[config.mk]
export PLATFORM = sky130hd
export DESIGN_NAME = uart_rx_frame_check
export DESIGN_NICKNAME = d
export VERILOG_FILES = /design/src/rtl/uart_rx_frame_check.sv
export SDC_FILE = /design/constraint.sdc
export NUM_CORES = 1
export LEC_CHECK = 0
export CAP_MARGIN = 10
export CORE_MARGIN = 1
export CORE_UTILIZATION = 48
export CTS_CLUSTER_SIZE = 40
export DETAILED_ROUTE_END_ITERATION = 7
export PLACE_DENSITY = 0.7
export SLEW_MARGIN = 15
export SYNTH_ARGS = -nofsm -noshare
export SYNTH_HDL_FRONTEND = slang
export SYNTH_SLANG_ARGS = --single-unit
[constraint.sdc]
create_clock -name clk -period 3.3 [get_ports clk]
set_clock_uncertainty 0.2 [all_clocks]
set_input_delay 0.495 -clock clk [delete_from_list [all_inputs] [get_ports clk]]
set_output_delay 0.495 -clock clk [all_outputs]
set_load 0.05 [all_outputs]
[src/rtl/uart_rx_frame_check.sv]
// UART receive frame checker: assembles LSB-first data of run-time length from
// sampler strobes, checks optional parity and 1/2 stop bits, and flags line break.
module uart_rx_frame_check #(
    parameter int   MAX_WIDTH = 9,
    parameter int   MIN_WIDTH = 5,
    parameter logic EVEN      = 1'b0,
    parameter logic ODD       = 1'b1
) (
    input  logic                 clk,
    input  logic                 rst_n,
    input  logic                 clear,
    input  logic                 bit_in,
    input  logic                 bit_valid,
    input  logic [3:0]           data_len,
    input  logic                 par_en,
    input  logic                 par_type,
    input  logic                 stop_two,
    output logic [MAX_WIDTH-1:0] data_out,
    output logic                 data_valid,
    output logic                 par_err,
    output logic                 stop_err,
    output logic                 brk,
    output logic                 busy
);

    localparam logic [3:0] MIN_LEN = 4'(MIN_WIDTH);
    localparam logic [3:0] MAX_LEN = 4'(MAX_WIDTH);

    typedef enum logic [2:0] {
        IDLE,
        DATA,
        PARITY,
        STOP1,
        STOP2
    } state_t;

    state_t               state;
    logic [MAX_WIDTH-1:0] shift_q;
    logic [3:0]           cnt_q;
    logic [3:0]           len_q;
    logic                 par_en_q;
    logic                 par_type_q;
    logic                 stop_two_q;
    logic                 acc_q;      // running XOR of the data bits
    logic                 zero_q;     // every bit so far (data, parity) was 0
    logic                 par_flag_q;
    logic                 stop_flag_q;
    logic                 brk_flag_q;

    logic [3:0]           len_clamped;
    logic                 par_bad;
    logic                 stop_next;
    logic [MAX_WIDTH-1:0] aligned;

    // NOTE: every signal written in always_comb gets a default first so no latch is inferred.
    always_comb begin
        len_clamped = data_len;
        if (data_len < MIN_LEN)
            len_clamped = MIN_LEN;
        else if (data_len > MAX_LEN)
            len_clamped = MAX_LEN;

        par_bad = 1'b0;
        if (par_type_q == ODD)
            par_bad = (bit_in == acc_q);
        else if (par_type_q == EVEN)
            par_bad = (bit_in != acc_q);

        stop_next = stop_flag_q | ~bit_in;
        // Bits enter at the MSB end, so a short frame sits high and is shifted down.
        aligned   = shift_q >> (MAX_LEN - len_q);
    end

    assign busy = (state != IDLE);

    // NOTE: sequential state uses non-blocking assignments only, so every register
    // sees the pre-edge value of every other register.
    always_ff @(posedge clk or negedge rst_n) begin
        if (!rst_n) begin
            state       <= IDLE;
            shift_q     <= '0;
            cnt_q       <= '0;
            len_q       <= MIN_LEN;
            par_en_q    <= 1'b0;
            par_type_q  <= EVEN;
            stop_two_q  <= 1'b0;
            acc_q       <= 1'b0;
            zero_q      <= 1'b0;
            par_flag_q  <= 1'b0;
            stop_flag_q <= 1'b0;
            brk_flag_q  <= 1'b0;
            data_out    <= '0;
            data_valid  <= 1'b0;
            par_err     <= 1'b0;
            stop_err    <= 1'b0;
            brk         <= 1'b0;
        end else begin
            data_valid <= 1'b0;
            par_err    <= 1'b0;
            stop_err   <= 1'b0;
            brk        <= 1'b0;

            if (clear) begin
                state <= IDLE;
            end else if (bit_valid) begin
                case (state)
                    IDLE: begin
                        if (!bit_in) begin
                            len_q       <= len_clamped;
                            par_en_q    <= par_en;
                            par_type_q  <= par_type;
                            stop_two_q  <= stop_two;
                            shift_q     <= '0;
                            cnt_q       <= '0;
                            acc_q       <= 1'b0;
                            zero_q      <= 1'b1;
                            par_flag_q  <= 1'b0;
                            stop_flag_q <= 1'b0;
                            brk_flag_q  <= 1'b0;
                            state       <= DATA;
                        end
                    end

                    DATA: begin
                        shift_q <= {bit_in, shift_q[MAX_WIDTH-1:1]};
                        acc_q   <= acc_q ^ bit_in;
                        zero_q  <= zero_q & ~bit_in;
                        cnt_q   <= cnt_q + 4'd1;
                        if (cnt_q == len_q - 4'd1)
                            state <= par_en_q ? PARITY : STOP1;
                    end

                    PARITY: begin
                        par_flag_q <= par_bad;
                        zero_q     <= zero_q & ~bit_in;
                        state      <= STOP1;
                    end

                    STOP1: begin
                        stop_flag_q <= stop_next;
                        brk_flag_q  <= zero_q & ~bit_in;
                        if (stop_two_q) begin
                            state <= STOP2;
                        end else begin
                            state      <= IDLE;
                            data_valid <= 1'b1;
                            data_out   <= aligned;
                            par_err    <= par_flag_q;
                            stop_err   <= stop_next;
                            brk        <= zero_q & ~bit_in;
                        end
                    end

                    STOP2: begin
                        stop_flag_q <= stop_next;
                        state       <= IDLE;
                        data_valid  <= 1'b1;
                        data_out    <= aligned;
                        par_err     <= par_flag_q;
                        stop_err    <= stop_next;
                        brk         <= brk_flag_q;
                    end

                    default: state <= IDLE;
                endcase
            end
        end
    end

endmodule
==> out/metrics.cfg, run 1 <==
[layout]
final_area_mm2 = 0.00252
n_antenna_cell = 0
final_util = 0.579
areaGrowthSynthToFinish_pct = 15.3
drive_above_1_share = 0.0747
fill_cells = 367
nNetsFinal = 256

[clock_tree]
clk_path_buf_depth = 2
cts_tree = built
clockRootBuffer = clkbuf_8
clock_sinks = 41
postCtsHoldBufs = 0
clk_latency_ps = 290
cts_buffers = 5
cts_max_level = 2
cts_setup_buffers = 0
ctsResizeCount = 0
cts.clk_slew.worst_paths_ps = 70

[global_route]
grt_usage = 0.191
grt_overflow = 0
grt_pass1_wl_mm = 7.35
antenna_found_initial = 0
grt_start_max_net_pins = 42
grt_pass1_vias = 1530

[sta]
fin_setup_tns_ps = 0
maxSlewHeadroom = 0.410
worst_pin_slew_ps = 885
slew_viol_final = 0
min_period_ps = 2630
setup_viol = 0
hold_viol = 0
fmax_ghz = 0.380
rsz0062_at_grt = no
post-route-period-util = 0.797

[placed_design]
gp_congestion = 0.819
dp.final_hpwl_mm = 2.88
dpl-instance-area_mm2 = 0.00244
io_buffers = 25

[yosys]
synth_nets = 236
ys_ff_latch = 41
ys_seq_area_frac = 0.471
yosysUniqueCellTypes = 50
synth-main-ff-cell = dfrtp_1
ys_warn_count = 0
synthCells = 220
synthArstFlopShare = 1.00
synth-edff-count = 0
synthesis.area_mm2 = 0.00219
synth_area_per_cell_um2 = 9.94

[critical_path]
worstSetupEndpointType = output pin
critPathKind = register to output pin
cp_max_fo = 13
reg2reg_depth = 6
start_kind = register
cp.arrival_ps = 1930
critPathRequiredTime_ps = 2600

[floorplan]
io_pins = 26
die_y_um = 69.5
rows = 24
core_area_mm2 = 0.00435
die_w_um = 69.5
start_util = 0.502
dieArea_mm2 = 0.00483

[drt]
dr_total_vias = 1652
drt_wl_total_mm = 4.20
dr.pass1.iters = 4
drt-wirelength-per-cell_um = 14.3
drtIter0Drc = 195
drc = 0
vias_per_cell = 5.64
final_antenna_net_count = 0

[run_status]
status = complete, no violations

[power]
peakVddDrop_uv = 327
p_per_area_mw_per_mm2 = 580
p_leak_uw = 0.00113

[worst_hold_path]
hold_class = input port to asynchronous set/reset pin

[job]
cap_viol_max_count = 0

==> critical path, stage by stage, from the launching register on <==
cell             delay [ps]
dfrtp_1                 500
or3_4                   430
clkdlybuf4s50_1         710
==> per-stage QoR <==
step           power [µW]  hold slack, ps  instances  worst slack (ps)
2_1_floorplan        1030          -0.591        220               782
3_3_place_gp         1150             268        285               744
3_5_place_dp         1160             273        285               684
4_1_cts              1470             152        293               675
5_1_grt              1560             204        293               528
6_report             1460             126        293               671
==> synthesized netlist by cell type, drive strengths merged, types with 2 or more instances <==
cell | n | area, µm²
clkbuf | 7 | 26.3
or2 | 2 | 12.5
nand2b | 4 | 25.0
nand3b | 2 | 15.0
and3 | 3 | 18.8
or3 | 3 | 23.8
nor3b | 3 | 22.5
nor2 | 11 | 41.3
a22o | 9 | 78.8
dfstp | 2 | 52.6
mux4 | 2 | 45.0
dfrtp | 39 | 976
xor2 | 5 | 43.8
nand2 | 34 | 128
xnor2 | 4 | 35.0
o21ai | 10 | 50.1
a21oi | 11 | 55.1
a31oi | 2 | 12.5
ha | 4 | 50.1
nor3 | 3 | 20.0
nand3 | 7 | 35.0
mux2 | 3 | 33.8
mux2i | 9 | 90.1
buf | 5 | 30.0
inv | 9 | 33.8
o21a | 3 | 22.5
o31ai | 3 | 22.5
nand4 | 3 | 18.8
a32oi | 2 | 17.5
==> cells in the final DEF (no fill, tap or decap), types with 2 or more instances in the layout <==
master,Yosys,final
a21oi_1,11,11
mux2i_1,9,9
nand3_1,7,7
nor3_1,2,2
a31oi_1,2,2
a32oi_1,2,2
nor3b_1,3,3
dfstp_2,2,2
o31ai_1,3,3
clkbuf_8,0,5
nand3b_1,2,2
xnor2_1,4,4
nand2_1,34,34
nand2b_1,4,4
o21ai_1,2,2
inv_1,9,9
or2_2,2,2
o21a_1,3,3
and3_1,3,3
mux2_2,3,3
nor2_1,11,11
mux4_2,2,2
clkdlybuf4s50_1,0,24
xor2_1,5,5
or3_1,2,2
ha_1,4,4
o21ai_0,8,8
nand4_1,3,3
dfrtp_1,39,39
clkbuf_1,7,3
a22o_1,9,9
==> sequential cells by signal, indices dropped and copies added (netlist names), 3 cells and up <==
name,count
data_out,9
len_q,4
state,3
cnt_q,4
shift_q,9
==> routing by layer <==
layer | up-vias | GRT usage | routed length [µm] | share of wire
li1 | 829 | - | - | -
met2 | 46 | 0.264 | 1870 | 0.44
met4 | 0 | 0.0499 | 35 | 0.0083
met3 | 4 | 0.0465 | 173 | 0.041
met1 | 773 | 0.297 | 2130 | 0.51
met5 | - | 0 | 0 | 0
==> logic make-up after synthesis <==
logic type | Yosys count | synth area share
XOR/XNOR | 10 | 0.0464
multiplexers | 14 | 0.0773
adder cells (fa/ha/maj) | 4 | 0.0229
buffers and inverters | 21 | 0.0412
AND/OR/NAND/NOR | 80 | 0.183
AO/OA/AOI/OAI | 50 | 0.159
flip-flops | 41 | 0.471
==> path summary, 6_finish.rpt <==
kind,from,to,slack [ps]
max,state[1]$_DFFE_PN0P_,busy,670
min,rst_n,shift_q[3]$_DFFE_PN0P_,130
max reg2reg,len_q[1]$_DFFE_PN0P_,data_out[3]$_DFFE_PN0P_,770
min reg2reg,data_out[8]$_DFFE_PN0P_,data_out[8]$_DFFE_PN0P_,280
max in group asynchronous,rst_n,cnt_q[0]$_DFFE_PN0P_,2220
min in group clk,data_out[8]$_DFFE_PN0P_,data_out[8]$_DFFE_PN0P_,280
==> final cells by class <==
class                   count  area, µm²  area share
multi-input cells         158       1070       0.424
flip-flops and latches     41       1030       0.408
well taps                  52       65.1      0.0258
inverters                   9       33.8      0.0134
repair buffers             25        245      0.0973
clock buffers               8       80.1      0.0318
==> report_power, final <==
| group | switching, µW | internal [µW] | total, µW |
|---|---|---|---|
| Clock | 161 | 150 | 311 |
| Sequential | 107 | 581 | 689 |
| Combinational | 247 | 215 | 461 |
| Total | 515 | 946 | 1460 |
(Power assumes the default switching activity.)
==> inputs of run 2 (changes only) <==
- clock period: 3.3 -> 2.6 ns (I/O delays scaled with it)
==> out/metrics.cfg, run 2 (synthesis gave the netlist of run 1 again) <==
[run_status]
status = complete, no violations

[power]
power_frac_seq = 0.431  ; -0.041
total_power_uw = 1940  ; +33%
peakVddDrop_uv = 302  ; -7.6%
switching_share = 0.348  ; -0.00414
internal_power_uw = 1270  ; +34%
p_leak_uw = 0.00117  ; +3.8%
combPwrFrac = 0.331  ; +0.015
clockPowerShare = 0.238  ; +0.025
switching_power_uw = 677  ; +31%
p_per_area_mw_per_mm2 = 751  ; +30%

[sta]
slew_viol_final = 0  ; unchanged
hold_viol = 0  ; unchanged
rsz0062_at_grt = no
fmax_ghz = 0.392
min_period_ps = 2550
fin_setup_tns_ps = 0  ; unchanged
setup_viol = 0  ; unchanged
maxSlewHeadroom = 0.416  ; +0.00551
worst_pin_slew_ps = 876  ; -8.27 ps
post-route-period-util = 0.981

[global_route]
grt_pass1_wl_mm = 7.21  ; -1.9%
grt_pass1_vias = 1524  ; -0.39%
grt_usage = 0.189  ; -0.00224
grt_overflow = 0  ; unchanged
antenna_found_initial = 0  ; unchanged
grt_start_max_net_pins = 42  ; unchanged

[placed_design]
io_buffers = 25  ; unchanged
dp.final_hpwl_mm = 2.97  ; +3.3%
gp_congestion = 0.822  ; +0.39%
dp_cells = 291  ; +2.1%

[clock_tree]
clock_sinks = 41  ; unchanged
ctsResizeCount = 0  ; unchanged
cts_max_level = 2  ; unchanged
clk_latency_ps = 300  ; about the same
cts.clk_slew.worst_paths_ps = 80  ; about the same
cts_buffers = 5  ; unchanged
clockRootBuffer = clkbuf_8
cts_tree = built
cts_setup_buffers = 0  ; unchanged
clk_path_buf_depth = 2  ; unchanged
postCtsHoldBufs = 0  ; unchanged

[drt]
dr.pass1.iters = 4  ; unchanged
vias_per_cell = 5.70  ; +1.1%
drtIter0Drc = 118  ; -39%
dr_total_vias = 1705  ; +3.2%
drt_wl_total_mm = 4.25  ; +1.0%
drc = 0  ; unchanged
drt-wirelength-per-cell_um = 14.2  ; -1.0%
final_antenna_net_count = 0  ; unchanged

[worst_hold_path]
hold_class = input port to asynchronous set/reset pin

[critical_path]
critPathRequiredTime_ps = 2010  ; -590 ps
start_kind = register
crit_chain = or3_4, clkdlybuf4s50_1
cp_slowest_cell = clkdlybuf4s50_1
critPathKind = register to output pin
worstSetupEndpointType = output pin
max_stage_delay_ps = 710  ; about the same
cp.arrival_ps = 1960  ; +30 ps
cp_max_fo = 13  ; unchanged

[floorplan]
rows = 24  ; unchanged
dieArea_mm2 = 0.00483  ; unchanged
start_util = 0.502  ; unchanged
die_y_um = 69.5  ; unchanged
io_pins = 26  ; unchanged
core_area_mm2 = 0.00435  ; unchanged
die_w_um = 69.5  ; unchanged

[layout]
layout_common_cells = 39 x dfrtp_1, 34 x nand2_1, 24 x clkdlybuf4s50_1
top_regs = data_out (9), shift_q (9)
mostFrequentLayoutCell = dfrtp_1
areaGrowthSynthToFinish_pct = 18.3
nNetsFinal = 262  ; +2.3%
drive_above_1_share = 0.109  ; +0.0346
n_antenna_cell = 0  ; unchanged
fin_cells = 299  ; +2.0%

[job]
cap_viol_max_count = 0  ; unchanged

run 2: changes by cell type in the layout (fill, tap and decap cells not counted):
cell	change
clkbuf_1	-3
clkbuf_8	+2
buf_4	+6
clkinv_2	+1
run 2: area by class of cell:
type                       instances  area [µm²]
timing repair buffer              31         290
inverter                           9        33.8
sequential                        41        1030
clock inverter                     1        5.00
multi-input combinational        158        1070
clock buffer                       7        96.3
tap                               52        65.1
fill                             402        1770
run 2: power groups by stage:
stage | clock network (µW) | logic, µW | registers [µW]
floorplan | 0 | 467 | 847
global placement | 0 | 635 | 847
detailed placement | 0 | 644 | 848
CTS | 476 | 648 | 837
global route | 501 | 712 | 849
finish | 463 | 643 | 838
run 2: path summary, 6_finish.rpt:
| check | startpoint | to | slack, ps | depth (start not counted) |
|---|---|---|---|---|
| hold reg to reg | data_out[8]$_DFFE_PN0P_ | data_out[8]$_DFFE_PN0P_ | 280 | 2 |
| min in group clk | data_out[8]$_DFFE_PN0P_ | data_out[8]$_DFFE_PN0P_ | 280 | 2 |
| hold / removal | rst_n | shift_q[3]$_DFFE_PN0P_ | 5 | 1 |
| setup / recovery | state[1]$_DFFE_PN0P_ | busy | 50 | 2 |
| max in group asynchronous | rst_n | state[1]$_DFFE_PN0P_ | 1650 | 1 |
| setup reg to reg | len_q[2]$_DFFE_PN1P_ | data_out[3]$_DFFE_PN0P_ | 430 | 6 |
run 2: per-stage QoR:
stage          hold WS [ps]  utilization  area (µm²)  worst slack (ps)
6_report               4.57        0.594        2590              49.7
5_1_grt                92.7        0.594        2590              2.76
4_1_cts                46.9        0.594        2590              44.9
3_5_place_dp            267        0.571        2480               348
3_3_place_gp            263        0.571        2480               376
2_1_floorplan          -106            -        2190              82.2
run 2: per-layer routing:
metal	track usage	vias to the layer above	routed length, µm
li1	-	832	-
met1	0.271	838	2080
met2	0.279	29	1980
met3	0.0465	6	133
met4	0.0612	0	56
met5	0	-	0
run 2: worst max-delay path, delay by kind of cell, from the launching register on:
| family | cells | cell delay (ps) |
|---|---|---|
| simple gates | 1 | 440 |
| buf+inv | 1 | 710 |
| flops | 1 | 510 |
